<file path="src/rtl/stopwatch_pkg.sv">
// Shared types and constants for the MM:SS BCD stopwatch.
// Optional lap snapshot is enabled in the top level by defining STOPWATCH_LAP_EN.
package stopwatch_pkg;

   typedef enum logic {
      ST_STOPPED = 1'b0,
      ST_RUNNING = 1'b1
   } state_e;

   localparam int             BCD_W        = 4;
   localparam logic [BCD_W-1:0] SEC_TENS_MAX = 4'd5;
   localparam logic [BCD_W-1:0] DIGIT_MAX    = 4'd9;

   // Digit index 1 is the seconds-tens place; every other place counts to 9.
   function automatic logic [BCD_W-1:0] digit_max(input int idx);
      return (idx == 1) ? SEC_TENS_MAX : DIGIT_MAX;
   endfunction

endpackage

</file>
<file path="src/rtl/bcd_digit_counter.sv">
// One BCD place: wraps to 0 after max and flags a carry on that increment.
// Clear has priority over increment.
module bcd_digit_counter
   import stopwatch_pkg::*;
(
   input  logic             clk_in,
   input  logic             rst,
   input  logic             clr,
   input  logic             inc,
   input  logic [BCD_W-1:0] max,
   output logic [BCD_W-1:0] q,
   output logic             carry
);

   logic [BCD_W-1:0] q_q;
   logic [BCD_W-1:0] q_d;

   always_comb begin
      q_d = q_q;
      if (clr) begin
         q_d = '0;
      end else if (inc) begin
         q_d = (q_q == max) ? '0 : q_q + 1'b1;
      end
   end

   always_ff @(posedge clk_in or negedge rst) begin
      if (!rst) begin
         q_q <= '0;
      end else begin
         q_q <= q_d;
      end
   end

   assign q     = q_q;
   assign carry = inc & (q_q == max);

endmodule

</file>
<file path="src/rtl/stopwatch_mmss_bcd.sv">
// MM:SS stopwatch counting rising edges of the 1 Hz divider output.
// Define STOPWATCH_LAP_EN to add lap_in and a frozen-display snapshot.
module stopwatch_mmss_bcd
   import stopwatch_pkg::*;
#(
   parameter int MIN_LIMIT = 59,
   parameter bit WRAP      = 1'b1
) (
   input  logic             clk_in,
   input  logic             rst,
   input  logic             tick_1hz_in,
   input  logic             start_stop_in,
   input  logic             clear_in,
`ifdef STOPWATCH_LAP_EN
   input  logic             lap_in,
`endif
   output logic [BCD_W-1:0] sec_ones,
   output logic [BCD_W-1:0] sec_tens,
   output logic [BCD_W-1:0] min_ones,
   output logic [BCD_W-1:0] min_tens,
   output logic             running,
   output logic             rollover
);

   localparam logic [BCD_W-1:0] LIM_TENS = BCD_W'(MIN_LIMIT / 10);
   localparam logic [BCD_W-1:0] LIM_ONES = BCD_W'(MIN_LIMIT % 10);

   logic                    tick_d_q;
   state_e                  state_q;
   logic                    held_q;
   logic                    rollover_q;
   logic [3:0][BCD_W-1:0]   live_digits;
   logic [3:0][BCD_W-1:0]   shown_digits;
   logic [3:0]              inc;
   logic [3:0]              carry;
   logic                    sec_evt;
   logic                    step;
   logic                    terminal;
   logic                    term_step;
   logic                    digit_clr;

   assign sec_evt   = tick_1hz_in & ~tick_d_q;
   assign step      = sec_evt & (state_q == ST_RUNNING) & ~clear_in;
   assign terminal  = (live_digits[3] == LIM_TENS) && (live_digits[2] == LIM_ONES) &&
                      (live_digits[1] == SEC_TENS_MAX) && (live_digits[0] == DIGIT_MAX);
   assign term_step = step & terminal;
   // A min_tens carry only happens at 99:59 with wrapping; clearing is the wrap.
   assign digit_clr = clear_in | (term_step & WRAP) | carry[3];

   genvar gi;
   generate
      for (gi = 0; gi < 4; gi++) begin : g_digit
         if (gi == 0) begin : g_first
            assign inc[gi] = step & ~(terminal & ~WRAP);
         end else begin : g_chain
            assign inc[gi] = carry[gi-1];
         end
         bcd_digit_counter u_cnt (
            .clk_in (clk_in),
            .rst    (rst),
            .clr    (digit_clr),
            .inc    (inc[gi]),
            .max    (digit_max(gi)),
            .q      (live_digits[gi]),
            .carry  (carry[gi])
         );
      end
   endgenerate

   // held_q marks a non-wrapping count parked at the terminal value;
   // later steps there are ignored rather than re-signalled.
   always_ff @(posedge clk_in or negedge rst) begin
      if (!rst) begin
         tick_d_q   <= 1'b0;
         state_q    <= ST_STOPPED;
         held_q     <= 1'b0;
         rollover_q <= 1'b0;
      end else begin
         tick_d_q   <= tick_1hz_in;
         rollover_q <= term_step & (WRAP | ~held_q);
         if (clear_in) begin
            state_q <= ST_STOPPED;
            held_q  <= 1'b0;
         end else begin
            if (start_stop_in) begin
               state_q <= (state_q == ST_RUNNING) ? ST_STOPPED : ST_RUNNING;
            end else if (term_step && !WRAP && !held_q) begin
               state_q <= ST_STOPPED;
            end
            if (term_step && !WRAP) begin
               held_q <= 1'b1;
            end
         end
      end
   end

`ifdef STOPWATCH_LAP_EN
   logic                  lap_hold_q;
   logic [3:0][BCD_W-1:0] snap_q;

   always_ff @(posedge clk_in or negedge rst) begin
      if (!rst) begin
         lap_hold_q <= 1'b0;
         snap_q     <= '0;
      end else if (clear_in) begin
         lap_hold_q <= 1'b0;
         snap_q     <= '0;
      end else if (lap_in) begin
         lap_hold_q <= ~lap_hold_q;
         if (!lap_hold_q) begin
            snap_q <= live_digits;
         end
      end
   end

   assign shown_digits = lap_hold_q ? snap_q : live_digits;
`else
   assign shown_digits = live_digits;
`endif

   assign {min_tens, min_ones, sec_tens, sec_ones} = shown_digits;
   assign running  = (state_q == ST_RUNNING);
   assign rollover = rollover_q;

endmodule

</file>
<file path="config.mk">
export PLATFORM = sky130hd
export DESIGN_NAME = stopwatch_mmss_bcd
export DESIGN_NICKNAME = d
export VERILOG_FILES = /design/src/rtl/stopwatch_pkg.sv /design/src/rtl/bcd_digit_counter.sv /design/src/rtl/stopwatch_mmss_bcd.sv
export SDC_FILE = /design/constraint.sdc
export NUM_CORES = 1
export LEC_CHECK = 0
export ABC_AREA = 1
export CAP_MARGIN = 10
export CORE_MARGIN = 2
export CORE_UTILIZATION = 49
export CTS_CLUSTER_SIZE = 30
export DETAILED_ROUTE_END_ITERATION = 6
export PLACE_DENSITY = 0.85
export SYNTH_ARGS = -nofsm -noshare
export SYNTH_HDL_FRONTEND = slang
export SYNTH_SLANG_ARGS = --single-unit
</file>
<file path="constraint.sdc">
create_clock -name clk_in -period 1.9 [get_ports clk_in]
set_clock_uncertainty 0.05 [all_clocks]
set_input_delay 0.19 -clock clk_in [delete_from_list [all_inputs] [get_ports clk_in]]
set_output_delay 0.19 -clock clk_in [all_outputs]
set_load 0.03 [all_outputs]
</file>
==> Flow_metrics.wiki, run 1 <==
{| class="wikitable"
! Metric !! Value
|-
| Status || completed
|-
| Worst Path Required || 1660 ps
|-
| Class of the tightest hold or removal check || input pin to asynchronous set/reset pin
|-
| Largest area contributor in the netlist || dfrtp_1
|-
| Fraction of layout cells with a size suffix above 1 || 0.1133
|-
| Routability Congestion || 0.8135
|-
| Post-synthesis cell count || 123
|-
| Pin count of the biggest net entering global routing || 20
|-
| Critical path capture point type || primary output
|-
| Post-Route Utilization || 0.6377
|-
| Total routing usage reported by global routing || 0.1930
|-
| First-pass GRT wire length || 3753 um
|-
| Overall die width || 50.97 um
|-
| Initial antenna violation count || 0
|-
| Cell types with the largest area share after synthesis || dfrtp_1, ha_1, nand2_1, nor2_1, inv_1
|-
| Largest stage delay on the critical path || 710 ps
|-
| Detailed-routing iteration count for the pre-antenna-repair pass || 4
|-
| Crit path max fanout || 6
|-
| Crit path time final || 1705 ps
|-
| Highest-count cells in the layout ignoring fill and taps || clkdlybuf4s50_1, dfrtp_1, nand2_1
|-
| Layout area overhead || 26.74%
|-
| Root cell of the clock tree || clkbuf_4
|-
| Worst Tran Pin Value || 315.6 ps
|-
| Number of rows in the core area || 17
|-
| Area fraction of the dominant cell type after synthesis || 0.4398
|-
| Internal power contribution || 507.7 uW
|-
| Switch share || 0.2294
|-
| Final number of hold-violating endpoints || 0
|-
| Die height || 50.97 um
|-
| Final Net Count || 164
|-
| Class of the most critical setup path || register to primary output
|-
| Most frequent standard cell in the layout excluding fill and tap cells || clkdlybuf4s50_1
|-
| Startpoint type of the worst setup path || register
|-
| Headroom to the max-slew limit || 0.7890
|-
| First-iteration detailed-routing DRC count || 17
|-
| Clock network latency to the later pin of the worst-skew pair || 290 ps
|-
| Number of fillers in the final layout || 175
|-
| IR drop worst, VDD || 0.3234 mV
|-
| Fin crit share || 0.8973
|-
| Leftover overflow at the end of global routing || 0
|-
| Input/output buffers || 22
|-
| CTS Hold Bufs || 0
|-
| Routed Antenna Nets || 0
|-
| Switching power of the nets || 151.1 uW
|-
| Power density of the placed cells || 480.9 mW/mm^2
|-
| Yosys warns || 0
|-
| Sequential share of power || 0.623
|-
| Highest clock rate || 586.6 MHz
|-
| Routed len/inst || 11.63 um
|-
| Critical path cell sequence || clkdlybuf4s50_1
|-
| Static leakage || 0.0006340 uW
|-
| Overall routed net length || 2070 um
|-
| Floorplan die area || 0.002598 mm^2
|-
| Power after layout || 658.8 uW
|-
| Final antenna diode count || 0
|-
| # clock sinks || 19
|-
| CP bufs+invs || 1
|-
| Post-synthesis sequential element count || 19
|-
| Average instance area after synthesis || 8.789 um^2
|-
| Count of pins over their slew limit || 0
|-
| Sequential-to-total area share from yosys stat || 0.4398
|-
| Vias after detailed routing || 874
|-
| Number of gates given a new drive strength after cts || 0
|-
| Slowest CP cell || clkdlybuf4s50_1
|-
| IO Count || 23
|-
| Vias per cell || 4.910
|-
| Initial Utilization || 0.5032
|-
| Distinct cell type count of the synthesized netlist || 21
|-
| Post-route DRC || 0
|-
| Placeable core region || 0.002148 mm^2
|-
| TritonCTS clock tree || yes
|-
| Synthesized netlist net count || 136
|-
| Aggregate negative setup slack || 0 ps
|-
| Family with the most delay on the worst path || buffers and inverters
|-
| DP HPWL || 1661 um
|-
| CTS clk-pin slew, worst paths || 100 ps
|-
| Max_cap viols || 0
|-
| Relative contribution of the clock network to total power || 0.303
|-
| Power share of the combinational group || 0.073
|-
| Number of setup buffers added after CTS || 0
|-
| Final-report setup violation count || 0
|-
| Via count of the first global-routing pass || 874
|-
| Syn Std Cell Area || 0.001081 mm^2
|-
| RSZ-0062 raised after global routing || no
|-
| Arrival time worst endpoint || 1460 ps
|-
| Number of H-tree branching levels || 1
|-
| Worst-case clock buffer depth || 2
|-
| Number of buffers created by CTS || 3
|}
cell usage after synthesis:
cell       n
dfrtp_1   19
nand2_1   17
nor2_1    16
inv_1     15
a21oi_1    9
nand3_1    9
ha_1       8
xor2_1     6
nand2_2    4
o21ai_0    4
nor2_2     3
inv_2      2
nand4_1    2
nor2_4     2
a211oi_1   1
nand3_4    1
nor2_8     1
nor3b_1    1
o22ai_1    1
o32ai_1    1
xnor2_1    1
cell type report:
cell class	instances	area, um^2	area share
clock buffer	4	26.28	0.01918
inverter	17	63.81	0.04658
multi-input combinational	87	541.8	0.3954
sequential	19	475.5	0.3470
tap	28	35.03	0.02557
timing repair buffer	23	227.7	0.1662
state kept, by name, indices dropped and copies added (netlist names):
register         count
rollover             1
tick_d_q             1
g_digit.u_cnt.q     16
running              1
path summary, 6_finish.rpt:
check                                      startpoint               endpoint  slack, ps  depth (start not counted)
worst min-delay path                              rst               rollover        170                          2
worst min register to register                running                running        480                          1
worst max register to register  g_digit[0].u_cnt.q[1]  g_digit[0].u_cnt.q[2]        200                          9
min in group clk_in                       tick_1hz_in               tick_d_q        350                          1
max in group asynchronous                         rst  g_digit[3].u_cnt.q[0]       1430                          2
worst max-delay path            g_digit[2].u_cnt.q[2]            min_ones[2]        200                          1
power by group through the flow:
stage                     Combinational [uW]  Clock, uW  Sequential (uW)
after floorplan                         17.6          0              423
after global placement                  49.0          0              418
after detailed placement                49.3          0              419
after CTS                               49.4        209              411
after global routing                    53.4        224              411
final                                   48.4        200              410
layer usage:
layer	track usage	vias up	routed length, um
met1	0.2311	403	903
met5	0	-	0
li1	-	449	-
met3	0.04094	4	86
met2	0.3268	18	1040
met4	0.09459	0	39
stage by stage:
stage,instance area [um^2],setup slack [ps],hold slack [ps],std cells
floorplan,1081,198.6,-155.6,123
global placement,1344,187.8,460.5,174
detailed placement,1344,140.9,468.5,174
CTS,1370,194.5,174.8,178
global route,1370,35.94,183.3,178
finish,1370,195.2,171.2,178
logic make-up after synthesis:
| family | share of synthesized area |
|---|---|
| xor gates and xnor gates | 0.05671 |
| buffers and inverters | 0.05903 |
| AOI/OAI and AO/OA | 0.08102 |
| and+or+nand+nor | 0.2708 |
| adders and majority gates | 0.09260 |
| DFF | 0.4398 |
Power figures use the tool's default switching activity.
==> run 2, diff against run 1 <==
--- a/config.mk
+++ b/config.mk
@@ -6,6 +6,7 @@
 export NUM_CORES = 1
 export LEC_CHECK = 0
 export ABC_AREA = 1
+export ABC_CLOCK_PERIOD_IN_PS = 1900
 export CAP_MARGIN = 10
 export CORE_MARGIN = 2
 export CORE_UTILIZATION = 49
==> results of run 2 <==
Same layout as run 1: the final DEF is identical, and so are final timing and power.
